## src/rtl/mult_seq_controller.sv

```systemverilog
// mult_seq_controller
//   Control FSM for the sequential signed shift-add multiplier. It issues one
//   load cycle and then WIDTH step cycles. The final step is flagged so the
//   datapath subtracts the MSB partial product. The block also tracks the
//   display window offset that scrolls across the product's decimal digits.
//
// Ports:
//   clk       in   system clock, rising edge
//   rst       in   asynchronous active-high reset
//   start_p   in   one-cycle pulse, begin multiplication
//   left_p    in   one-cycle pulse, scroll toward more significant digits
//   right_p   in   one-cycle pulse, scroll toward less significant digits
//   load      out  datapath loads operands / clears accumulator (one cycle)
//   step      out  datapath performs one add/shift iteration
//   last_step out  qualifies step: final iteration, subtract instead of add
//   busy      out  high in LOAD and RUN
//   done      out  level, high while the product is valid
//   win_pos   out  display window offset, 0 = least significant WIN digits
//   step_cnt  out  current iteration index (debug LEDs)
module mult_seq_controller #(
    parameter int WIDTH   = 8,
    parameter int NDIGITS = 5,
    parameter int WIN     = 4,
    parameter int CNT_W   = 4,
    parameter int POS_W   = 1
) (
    input  logic             clk,
    input  logic             rst,
    input  logic             start_p,
    input  logic             left_p,
    input  logic             right_p,
    output logic             load,
    output logic             step,
    output logic             last_step,
    output logic             busy,
    output logic             done,
    output logic [POS_W-1:0] win_pos,
    output logic [CNT_W-1:0] step_cnt
);

    localparam logic [CNT_W-1:0] LAST_CNT = CNT_W'(WIDTH - 1);
    localparam logic [POS_W-1:0] MAX_POS  = POS_W'(NDIGITS - WIN);

    typedef enum logic [1:0] {
        IDLE = 2'd0,
        LOAD = 2'd1,
        RUN  = 2'd2,
        DONE = 2'd3
    } state_t;

    state_t           state_q, state_d;
    logic [CNT_W-1:0] cnt_q, cnt_d;
    logic [POS_W-1:0] pos_q, pos_d;

    always_ff @(posedge clk or posedge rst) begin
        if (rst) begin
            state_q <= IDLE;
            cnt_q   <= '0;
            pos_q   <= '0;
        end else begin
            state_q <= state_d;
            cnt_q   <= cnt_d;
            pos_q   <= pos_d;
        end
    end

    always_comb begin
        state_d = state_q;
        cnt_d   = cnt_q;
        pos_d   = pos_q;
        unique case (state_q)
            IDLE, DONE: begin
                // A start pulse takes priority over any scroll in the same cycle.
                if (start_p) begin
                    state_d = LOAD;
                    cnt_d   = '0;
                    pos_d   = '0;
                end else if (left_p && !right_p && (pos_q != MAX_POS)) begin
                    pos_d = pos_q + 1'b1;
                end else if (right_p && !left_p && (pos_q != '0)) begin
                    pos_d = pos_q - 1'b1;
                end
            end
            LOAD: begin
                state_d = RUN;
                cnt_d   = '0;
            end
            RUN: begin
                // The counter holds at the last index, so DONE shows WIDTH-1.
                if (cnt_q == LAST_CNT) begin
                    state_d = DONE;
                end else begin
                    cnt_d = cnt_q + 1'b1;
                end
            end
            default: state_d = IDLE;
        endcase
    end

    // Outputs are decoded only from registered state and counter.
    assign load      = (state_q == LOAD);
    assign step      = (state_q == RUN);
    assign last_step = (state_q == RUN) && (cnt_q == LAST_CNT);
    assign busy      = (state_q == LOAD) || (state_q == RUN);
    assign done      = (state_q == DONE);
    assign win_pos   = pos_q;
    assign step_cnt  = cnt_q;

endmodule

```

## config.mk

```make
export PLATFORM = sky130hd
export DESIGN_NAME = mult_seq_controller
export DESIGN_NICKNAME = d
export VERILOG_FILES = /design/src/rtl/mult_seq_controller.sv
export SDC_FILE = /design/constraint.sdc
export NUM_CORES = 1
export LEC_CHECK = 0
export BUFFER_PORTS_ARGS = -buffer_cell sky130_fd_sc_hd__buf_4
export CAP_MARGIN = 20
export CORE_AREA = 5 5 42 44
export CTS_BUF_LIST = sky130_fd_sc_hd__clkbuf_4
export CTS_CLUSTER_DIAMETER = 80
export DETAILED_ROUTE_END_ITERATION = 8
export DIE_AREA = 0 0 47 49
export PLACE_DENSITY_LB_ADDON = 0.12
export SLEW_MARGIN = 20
export SYNTH_ARGS = -nofsm -noshare
export SYNTH_HDL_FRONTEND = slang
export SYNTH_SLANG_ARGS = --single-unit
```

## constraint.sdc

```tcl
create_clock -name clk -period 1.3 [get_ports clk]
set_input_delay 0.26 -clock clk [delete_from_list [all_inputs] [get_ports clk]]
set_output_delay 0.26 -clock clk [all_outputs]
set_load 0.02 [all_outputs]
```

==> results of run 1 <==
[state kept, by name, indices dropped and copies added (netlist names)]
name,count
state_q,2
win_pos,1
step_cnt,4
[worst max-delay path, stage by stage, from the launching register on]
cell,delay (ns)
dfrtp_1,0.41
ha_4,0.31
inv_2,0.04
buf_6,0.12
[cell type report]
class,count,area (um2),share of cell area
Timing Repair Buffer,27,231,0.287
Inverter,5,21.3,0.0264
Sequential cell,7,178,0.220
Tap cell,16,20.0,0.0248
Multi-Input combinational cell,33,327,0.405
Clock buffer,4,30.0,0.0372
[per-layer routing]
layer | part of all wire | track usage | vias to the layer above | wire [um]
met2 | 0.49 | 0.161 | 13 | 544
met1 | 0.43 | 0.134 | 204 | 475
met5 | 0 | 0 | - | 0
li1 | - | - | 220 | -
met3 | 0.053 | 0.0221 | 5 | 59
met4 | 0.023 | 0.0553 | 0 | 25
[stage by stage]
| step | power [W] | util | TNS, ns | setup slack, ns |
|---|---|---|---|---|
| final | 0.00178 | 0.576 | -0.547 | -0.0936 |
| after global routing | 0.00191 | 0.576 | -0.961 | -0.137 |
| after CTS | 0.00170 | 0.548 | -0.592 | -0.105 |
| after detailed placement | 0.00120 | 0.449 | -0.0168 | -0.0109 |
| after global placement | 0.00120 | 0.449 | 0 | 0.0110 |
| after floorplan | 0.000916 | - | -0.00420 | -0.00420 |
[power breakdown]
| part | total [W] | internal (W) | switching, W |
|---|---|---|---|
| clock network | 0.000221 | 0.000138 | 0.0000832 |
| logic | 0.00122 | 0.000671 | 0.000550 |
| registers | 0.000336 | 0.000281 | 0.0000550 |
| total | 0.00178 | 0.00109 | 0.000688 |
[worst paths after layout]
kind	startpoint	slack, ns	end	cells past startpoint
hold / removal	start_p	0.34	win_pos	3
max in group asynchronous	rst	0.55	step_cnt[1]	3
setup reg to reg	state_q[1]	-0.09	step_cnt[0]	5
setup / recovery	state_q[1]	-0.09	busy	3
hold reg to reg	win_pos	0.56	win_pos	1
min in group asynchronous	rst	0.51	win_pos	3
[kinds of logic after synthesis]
logic type / Yosys count / synth area share
adders and majority gates: 5 / 0.140
muxes: 2 / 0.0476
DFF: 7 / 0.392
buffers and inverters: 5 / 0.0420
and+or+nand+nor: 16 / 0.244
AOI/OAI and AO/OA: 10 / 0.134
[layout by cell type, fill, tap and decap left out, drive strengths merged]
master	count
nor2	2
dlygate4sd3	1
ha	5
inv	5
nand2b	2
nand2	3
o22ai	1
nand3	3
a22o	2
nor4b	1
and3	1
nand3b	2
o21ai	2
mux2i	1
mux2	1
a21oi	5
and2b	1
clkbuf	4
dfrtp	7
and2	1
buf	26
[timing repair]
item | 4_1_cts | 5_1_grt
resized for setup | 16 | 3
hold buffers | 1 | 0
endpoints found under the hold margin | 7 | 0
buffers inserted | 4 | 4
setup endpoints to repair | 6 | 9
pin swaps | 3 | 4
==> out/metrics.yaml, run 1 <==
outcome: "finished, violations left"
violations: "setup timing"
grt_pass1_wl_um: 1790
antenna_found_initial: 0
finalSetupViolCount: 9
power.leakage_nw: 0.421
firstDrtPassIters: 4
io_buffers: 14
tightest_slew_ns: 0.293
initial_core_util: 0.319
ir_worst_vdd_mv: 1.18
core_um2: 1400
drv_slew: 0
syn_nets: 55
wl_per_cell_um: 12.0
worst_slack_ns: -0.0936
cp.arrival_ns: 1.13
yosysUniqueCellTypes: 20
cts_htree_levels: 1
viasPerCell: 4.80
synth_edf_count: 0
dpl-instance-area_um2: 629
rsz0062_at_grt: "true"
fmax_mhz: 718
clockRootBuffer: "clkbuf_4"
ys_ff_latch: 7
diodes: 0
first_iter_violations: 8
grt_pass1_vias: 416
dr_total_vias: 442
placedCellCount: 79
clock_latency_ns: 0.25
grt_overflow: 0
die_h_um: 49
clock_sinks: 7
cts_buffers: 3
fin_crit_ns: 1.39
num_rows: 14
fin_nets: 87
yosysMostFrequentCell: "dfrtp_1"
final_cell_area_um2: 807
drc: 0
dp_hpwl_um: 777
die_area_um2: 2300
synthTopCellsByArea: "dfrtp_1, ha_1, a21oi_1"
fillers: 121
grt_max_degree: 8
drive_above_1_share: 0.658
fin_hold_ws_ns: 0.341
cts.path.max_buffers: 2
critPathKind: "reg2out"
endpoint_kind: "output pin"
avgSynthCellArea_um2: 9.93
ys.flop_type: "dfrtp_1"
dieWidth_um: 47
min_period_over_period: 1.07
ioPinCount: 15
worstPathRequired_ns: 1.04
final_cells: 92
yosys_warnings: 0
gp_routability_congestion: 0.711
syn_to_final_growth_pct: 80.7
async_flop_share: 1.00
worst_setup_path_start_kind: "register"
path_clk_slew_ns: 0.06
skew_ns: 0.00693
path_max_fanout: 5
min_path_type: "in2reg"
track_usage: 0.106
synth_common_cells: "dfrtp_1, a21oi_1, ha_1, inv_1"
synthCells: 45
cellPowerDensity_nw_per_um2: 2200
ys_seq_area_frac: 0.392
hold_viol: 0
syn_area_um2: 447
finalWirelength_um: 1100
yosysTopAreaCellShare: 0.392
yosysTopAreaCell: "dfrtp_1"
postRouteAntennaNets: 0
cts_tree: "built"
maxCapViolCount: 0
relSlewSlack: 0.804
(Power assumes the default switching activity.)
==> run 2: changes to the inputs <==
ABC_AREA = 1   (was default)
MAX_ROUTING_LAYER = met4   (was default)
==> out/metrics.yaml, run 2 <==
die_h_um: 49  # unchanged
fin_crit_ns: 1.44  # was 1.39 ns
path_clk_slew_ns: 0.05  # was 0.06 ns
tightest_slew_ns: 0.283  # was 0.293 ns
utilization: 0.610  # was 0.576
violations: "setup timing"  # unchanged
power.leakage_nw: 0.464  # was 0.421 nW
power_w: 0.00202  # was 0.00178 W
grt_max_degree: 9  # was 8
synthCells: 61  # was 45
placedCellCount: 95  # was 79
worstPathRequired_ns: 1.04  # about the same
avgSynthCellArea_um2: 7.55  # was 9.93 um2
hold_viol: 0  # unchanged
grt_pass1_vias: 506  # was 416
min_period_over_period: 1.11  # was 1.07
io_buffers: 14  # unchanged
num_rows: 14  # unchanged
yosysMostFrequentCell: "nand2_1"  # was dfrtp_1
final_common_cell: "buf_4"  # unchanged
gp_routability_congestion: 0.750  # was 0.711
worst_setup_path_start_kind: "register"  # unchanged
fillers: 123  # was 121
track_usage: 0.129  # was 0.106
cellPowerDensity_nw_per_um2: 2360  # was 2200 nW/um2
worst_slack_ns: -0.139  # was -0.0936 ns
maxCapViolCount: 0  # unchanged
ioPinCount: 15  # unchanged
postRouteAntennaNets: 0  # unchanged
yosysUniqueCellTypes: 13  # was 20
clock_sinks: 7  # unchanged
dpl-instance-area_um2: 621  # was 629 um2
fmax_mhz: 695  # was 718 MHz
grt_overflow: 0  # unchanged
endpoint_kind: "output pin"  # unchanged
fin_nets: 106  # was 87
path_max_fanout: 2  # was 5
clockRootBuffer: "clkbuf_4"  # unchanged
yosysTopAreaCell: "dfrtp_1"  # unchanged
syn_nets: 71  # was 55
outcome: "finished, violations left"  # unchanged
startpoint: "step_cnt[0]"  # was state_q[1]
rsz0062_at_grt: "true"  # unchanged
sw_frac_of_total: 0.429  # was 0.387
synth_edf_count: 0  # unchanged
p_sw_w: 0.000865  # was 0.000688 W
largest_register_ff_count: 4  # unchanged
viasPerCell: 4.43  # was 4.80
firstDrtPassIters: 4  # unchanged
dp_slack_ns: 0.0349  # was -0.0109 ns
dieWidth_um: 47  # unchanged
cts_tree: "built"  # unchanged
drive_above_1_share: 0.547  # was 0.658
r2r_setup_slack_ns: -0.05  # was -0.09 ns
die_area_um2: 2300  # unchanged
ys_seq_area_frac: 0.380  # was 0.392
combPwrFrac: 0.718  # was 0.687
antenna_found_initial: 0  # unchanged
grt_pass1_wl_um: 2060  # was 1790 um
clock_latency_ns: 0.25  # about the same
synth_common_cells: "nand2_1, inv_1, dfrtp_1"  # was dfrtp_1, a21oi_1, ha_1, inv_1
cts.path.max_buffers: 2  # unchanged
wl_per_cell_um: 12.0  # unchanged
syn_area_um2: 460  # was 447 um2
yosysTopAreaCellShare: 0.380  # was 0.392
syn_to_final_growth_pct: 85.6  # was 80.7%
critPathKind: "reg2out"  # unchanged
dr_total_vias: 492  # was 442
synthTopCellsByArea: "dfrtp_1, nand2_1, ha_1"  # was dfrtp_1, ha_1, a21oi_1
drv_slew: 0  # unchanged
diodes: 0  # unchanged
first_iter_violations: 3  # was 8
r2r-end: "step_cnt[2]"  # was step_cnt[0]
yosys_warnings: 0  # unchanged
finalSetupViolCount: 5  # was 9
cts_buffers: 3  # unchanged
core_um2: 1400  # unchanged
min_path_type: "in2reg"  # unchanged
drc: 0  # unchanged
initial_core_util: 0.329  # was 0.319
power_frac_clock: 0.108  # was 0.124
cts_htree_levels: 1  # unchanged
cp.arrival_ns: 1.18  # was 1.13 ns
r2r-start: "step_cnt[0]"  # was state_q[1]
ys_ff_latch: 7  # unchanged
ir_worst_vdd_mv: 1.10  # was 1.18 mV
r2r_cells: 10  # was 5
final_cells: 111  # was 92
finalWirelength_um: 1330  # was 1100 um
dp_hpwl_um: 809  # was 777 um
relSlewSlack: 0.811  # was 0.804
final_cell_area_um2: 855  # was 807 um2
layout_common_cells: "buf_4, nand2_1, buf_6, inv_1, nor2_1"  # was buf_4, buf_6, dfrtp_1, a21oi_1, clkbuf_4
intPower_w: 0.00115  # was 0.00109 W
ys.flop_type: "dfrtp_1"  # unchanged
async_flop_share: 1.00  # unchanged
skew_ns: 0.00456  # was 0.00693 ns
seq_power_share: 0.174  # was 0.189
endpoint: "last_step"  # was busy
[run 2: changes by cell type after synthesis, moves of 2 or more]
cell	previous run	this run
a21oi_1	5	1
inv_1	5	12
nand2_1	3	18
nand2_2	0	2
nand2b_1	2	0
nor2_1	2	6
[run 2: cell type report]
| class | count | area (um2) | area share |
|---|---|---|---|
| inverters | 12 | 50.0 | 0.0586 |
| flip-flops and latches | 7 | 178 | 0.208 |
| well taps | 16 | 20.0 | 0.0234 |
| multi-input cells | 42 | 315 | 0.369 |
| clock buffers | 4 | 30.0 | 0.0351 |
| repair buffers | 30 | 262 | 0.306 |
[run 2: kinds of logic after synthesis]
logic type | count (synthesis) | share of synthesized area
buffers and inverters | 12 | 0.0978
AND/OR/NAND/NOR | 34 | 0.353
adder cells (fa/ha/maj) | 5 | 0.136
flip-flops | 7 | 0.380
AO/OA/AOI/OAI | 3 | 0.0326
[run 2: worst max-delay path, stage by stage (launching register included)]
cell and delay, ns:
dfrtp_2 0.42, ha_4 0.17, nand2_4 0.08, nor2_4 0.04
nand2_2 0.07, inv_2 0.04, buf_6 0.12
[run 2: repair_timing]
item | CTS | global route
buffers inserted | 9 | 4
endpoints found under the hold margin | 7 | 0
pin swaps | 4 | 7
resized for setup | 21 | 8
setup endpoints to repair | 5 | 9
hold buffers | 1 | 0
[run 2: worst min-delay path by stage]
| stage | startpoint | end | depth (start not counted) |
|---|---|---|---|
| floorplan | rst | state_q[0] | 1 |
| global placement | rst | step_cnt[3] | 2 |
| detailed placement | rst | step_cnt[2] | 2 |
| CTS | left_p | win_pos | 5 |
| global route | left_p | win_pos | 5 |
| finish | left_p | win_pos | 5 |
[run 2: power groups by stage]
stage | registers [W] | clock network, W | logic, W
detailed placement | 0.000328 | 0 | 0.000979
finish | 0.000351 | 0.000219 | 0.00145
global route | 0.000358 | 0.000243 | 0.00154
CTS | 0.000351 | 0.000227 | 0.00124
floorplan | 0.000387 | 0 | 0.000580
global placement | 0.000325 | 0 | 0.000983
[run 2: metrics by stage]
| stage | TNS (ns) | hold WS, ns |
|---|---|---|
| after floorplan | 0 | 0.0633 |
| after global placement | 0 | 0.219 |
| after detailed placement | 0 | 0.232 |
| after CTS | -0.513 | 0.366 |
| after global routing | -0.693 | 0.412 |
| final | -0.393 | 0.371 |
[run 2: per-layer routing]
layer,global-route usage,part of all wire,vias to the layer above,wire [um]
met1,0.139,0.40,221,528
met2,0.195,0.52,12,698
met4,0.0599,0.036,0,48
met5,-,0,-,0
li1,-,-,253,-
met3,0.0590,0.043,6,57
==> run 3: changes to the inputs <==
--- a/config.mk
+++ b/config.mk
@@ -15,4 +15,6 @@
 export DIE_AREA = 0 0 47 49
+export HOLD_SLACK_MARGIN = 0.02
 export MAX_ROUTING_LAYER = met4
 export PLACE_DENSITY_LB_ADDON = 0.12
+export SETUP_SLACK_MARGIN = 0.02
 export SLEW_MARGIN = 20
--- a/constraint.sdc
+++ b/constraint.sdc
@@ -3,2 +3,2 @@
 set_output_delay 0.26 -clock clk [all_outputs]
-set_load 0.02 [all_outputs]
+set_load 0.05 [all_outputs]
==> out/metrics.yaml, run 3 (same netlist as run 2, synthesis figures left out) <==
outcome: "finished, violations left"  # unchanged
violations: "setup timing"  # unchanged
num_rows: 14  # unchanged
fin_tns_setup_ns: -0.583  # was -0.393 ns
grt_max_degree: 9  # unchanged
die_h_um: 49  # unchanged
drive_above_1_share: 0.516  # was 0.547
tightest_slew_ns: 0.259  # was 0.283 ns
dp_hpwl_um: 806  # was 809 um
wl_per_cell_um: 9.92  # was 12.0 um
critPathKind: "reg2out"  # unchanged
antenna_found_initial: 0  # unchanged
power.leakage_nw: 0.438  # was 0.464 nW
clockRootBuffer: "clkbuf_4"  # unchanged
first_iter_violations: 11  # was 3
combPwrFrac: 0.755  # was 0.718
intPower_w: 0.00118  # was 0.00115 W
finalSetupViolCount: 5  # unchanged
hold_viol: 0  # unchanged
worst_setup_path_start_kind: "register"  # unchanged
path_max_fanout: 2  # unchanged
clock_latency_ns: 0.25  # about the same
cp.arrival_ns: 1.27  # was 1.18 ns
largest_register_ff_count: 4  # unchanged
grt_pass1_vias: 433  # was 506
die_area_um2: 2300  # unchanged
diodes: 0  # unchanged
layout_common_cells: "nand2_1, buf_4, inv_1, nor2_1"  # was buf_4, nand2_1, buf_6, inv_1, nor2_1
cts_tree: "built"  # unchanged
viasPerCell: 4.53  # was 4.43
skew_ns: 0.00242  # was 0.00456 ns
dr_total_vias: 485  # was 492
p_sw_w: 0.00110  # was 0.000865 W
min_period_over_period: 1.17  # was 1.11
clock_sinks: 7  # unchanged
cts_htree_levels: 1  # unchanged
cts.path.max_buffers: 2  # unchanged
power_frac_clock: 0.092  # was 0.108
grt_overflow: 0  # unchanged
fmax_mhz: 656  # was 695 MHz
worstPathRequired_ns: 1.04  # about the same
syn_to_final_growth_pct: 84.2  # was 85.6%
dieWidth_um: 47  # unchanged
core_um2: 1400  # unchanged
gp_routability_congestion: 0.811  # was 0.750
worst_slack_ns: -0.225  # was -0.139 ns
ir_worst_vdd_mv: 1.84  # was 1.10 mV
io_buffers: 14  # unchanged
dp_slack_ns: -0.000224  # was 0.0349 ns
endpoint_kind: "output pin"  # unchanged
initial_core_util: 0.329  # unchanged
fin_nets: 102  # was 106
postRouteAntennaNets: 0  # unchanged
drv_slew: 0  # unchanged
min_path_type: "in2reg"  # unchanged
sw_frac_of_total: 0.483  # was 0.429
finalWirelength_um: 1060  # was 1330 um
grt_pass1_wl_um: 1820  # was 2060 um
cellPowerDensity_nw_per_um2: 2690  # was 2360 nW/um2
relSlewSlack: 0.827  # was 0.811
maxCapViolCount: 0  # unchanged
rsz0062_at_grt: "true"  # unchanged
track_usage: 0.110  # was 0.129
fin_crit_ns: 1.53  # was 1.44 ns
path_clk_slew_ns: 0.05  # about the same
ioPinCount: 15  # unchanged
seq_power_share: 0.153  # was 0.174
firstDrtPassIters: 4  # unchanged
cts_buffers: 3  # unchanged
drc: 0  # unchanged
## run 3: cell count changes in the layout (fill, tap and decap cells not counted), sizes merged
cell | before | now
buf | 29 | 25
inv | 12 | 10
clkinvlp | 0 | 2
## run 3: layout make-up
| class | count | area [um2] |
|---|---|---|
| Sequential cell | 7 | 179 |
| Clock buffer | 4 | 30.0 |
| Fill cell | 128 | 553 |
| Multi-Input combinational cell | 42 | 318 |
| Timing Repair Buffer | 26 | 246 |
| Tap cell | 16 | 20.0 |
| Inverter | 12 | 55.1 |
## run 3: timing repair
| action | 4_1_cts | 5_1_grt |
|---|---|---|
| gates resized for setup | 19 | 5 |
| hold buffers | 1 | 0 |
| endpoints found under the setup margin | 5 | 10 |
| endpoints found under the hold margin | 7 | 0 |
| pin swaps | 5 | 4 |
| setup buffers | 5 | 2 |
## run 3: per-layer routing
metal  part of all wire  wire, um  global-route usage  up-vias
met5                  0         0                   -        -
met4              0.013        14              0.0276        0
met3              0.076        81              0.0443        3
met2               0.52       549               0.163       16
met1               0.39       414               0.138      222
li1                   -         -                   -      244
## run 3: critical path, cell delays in order (launching register included)
cell        delay, ns
dfrtp_2          0.42
ha_4             0.17
nand2_4          0.06
nor2_4           0.04
nand2_2          0.09
clkinvlp_4       0.09
buf_8            0.15
## run 3: per-stage QoR
step           area (um2)  instances  hold WS [ns]  power, W   util
5_1_grt               848        107         0.423   0.00243  0.605
6_report              848        107         0.369   0.00228  0.605
3_5_place_dp          662         96         0.207   0.00171  0.472
3_3_place_gp          662         96         0.211   0.00172  0.472
4_1_cts               818        106         0.374   0.00222  0.584
2_1_floorplan         499         61        0.0632   0.00133      -
## run 3: power groups by stage
stage          clock (W)  combinational [W]  sequential, W
6_report        0.000211            0.00172       0.000348
5_1_grt         0.000238            0.00184       0.000357
4_1_cts         0.000219            0.00165       0.000352
3_5_place_dp           0            0.00136       0.000347
3_3_place_gp           0            0.00137       0.000346
2_1_floorplan          0           0.000859       0.000474
## run 3: path summary, 6_finish.rpt
path	from	slack, ns	cells past startpoint	endpoint
setup / recovery	step_cnt[0]	-0.23	6	last_step
max in group asynchronous	rst	0.58	3	step_cnt[2]
min in group asynchronous	rst	0.49	3	step_cnt[3]
hold / removal	left_p	0.37	5	win_pos
setup reg to reg	step_cnt[0]	0.04	7	step_cnt[3]
hold reg to reg	win_pos	0.50	2	win_pos
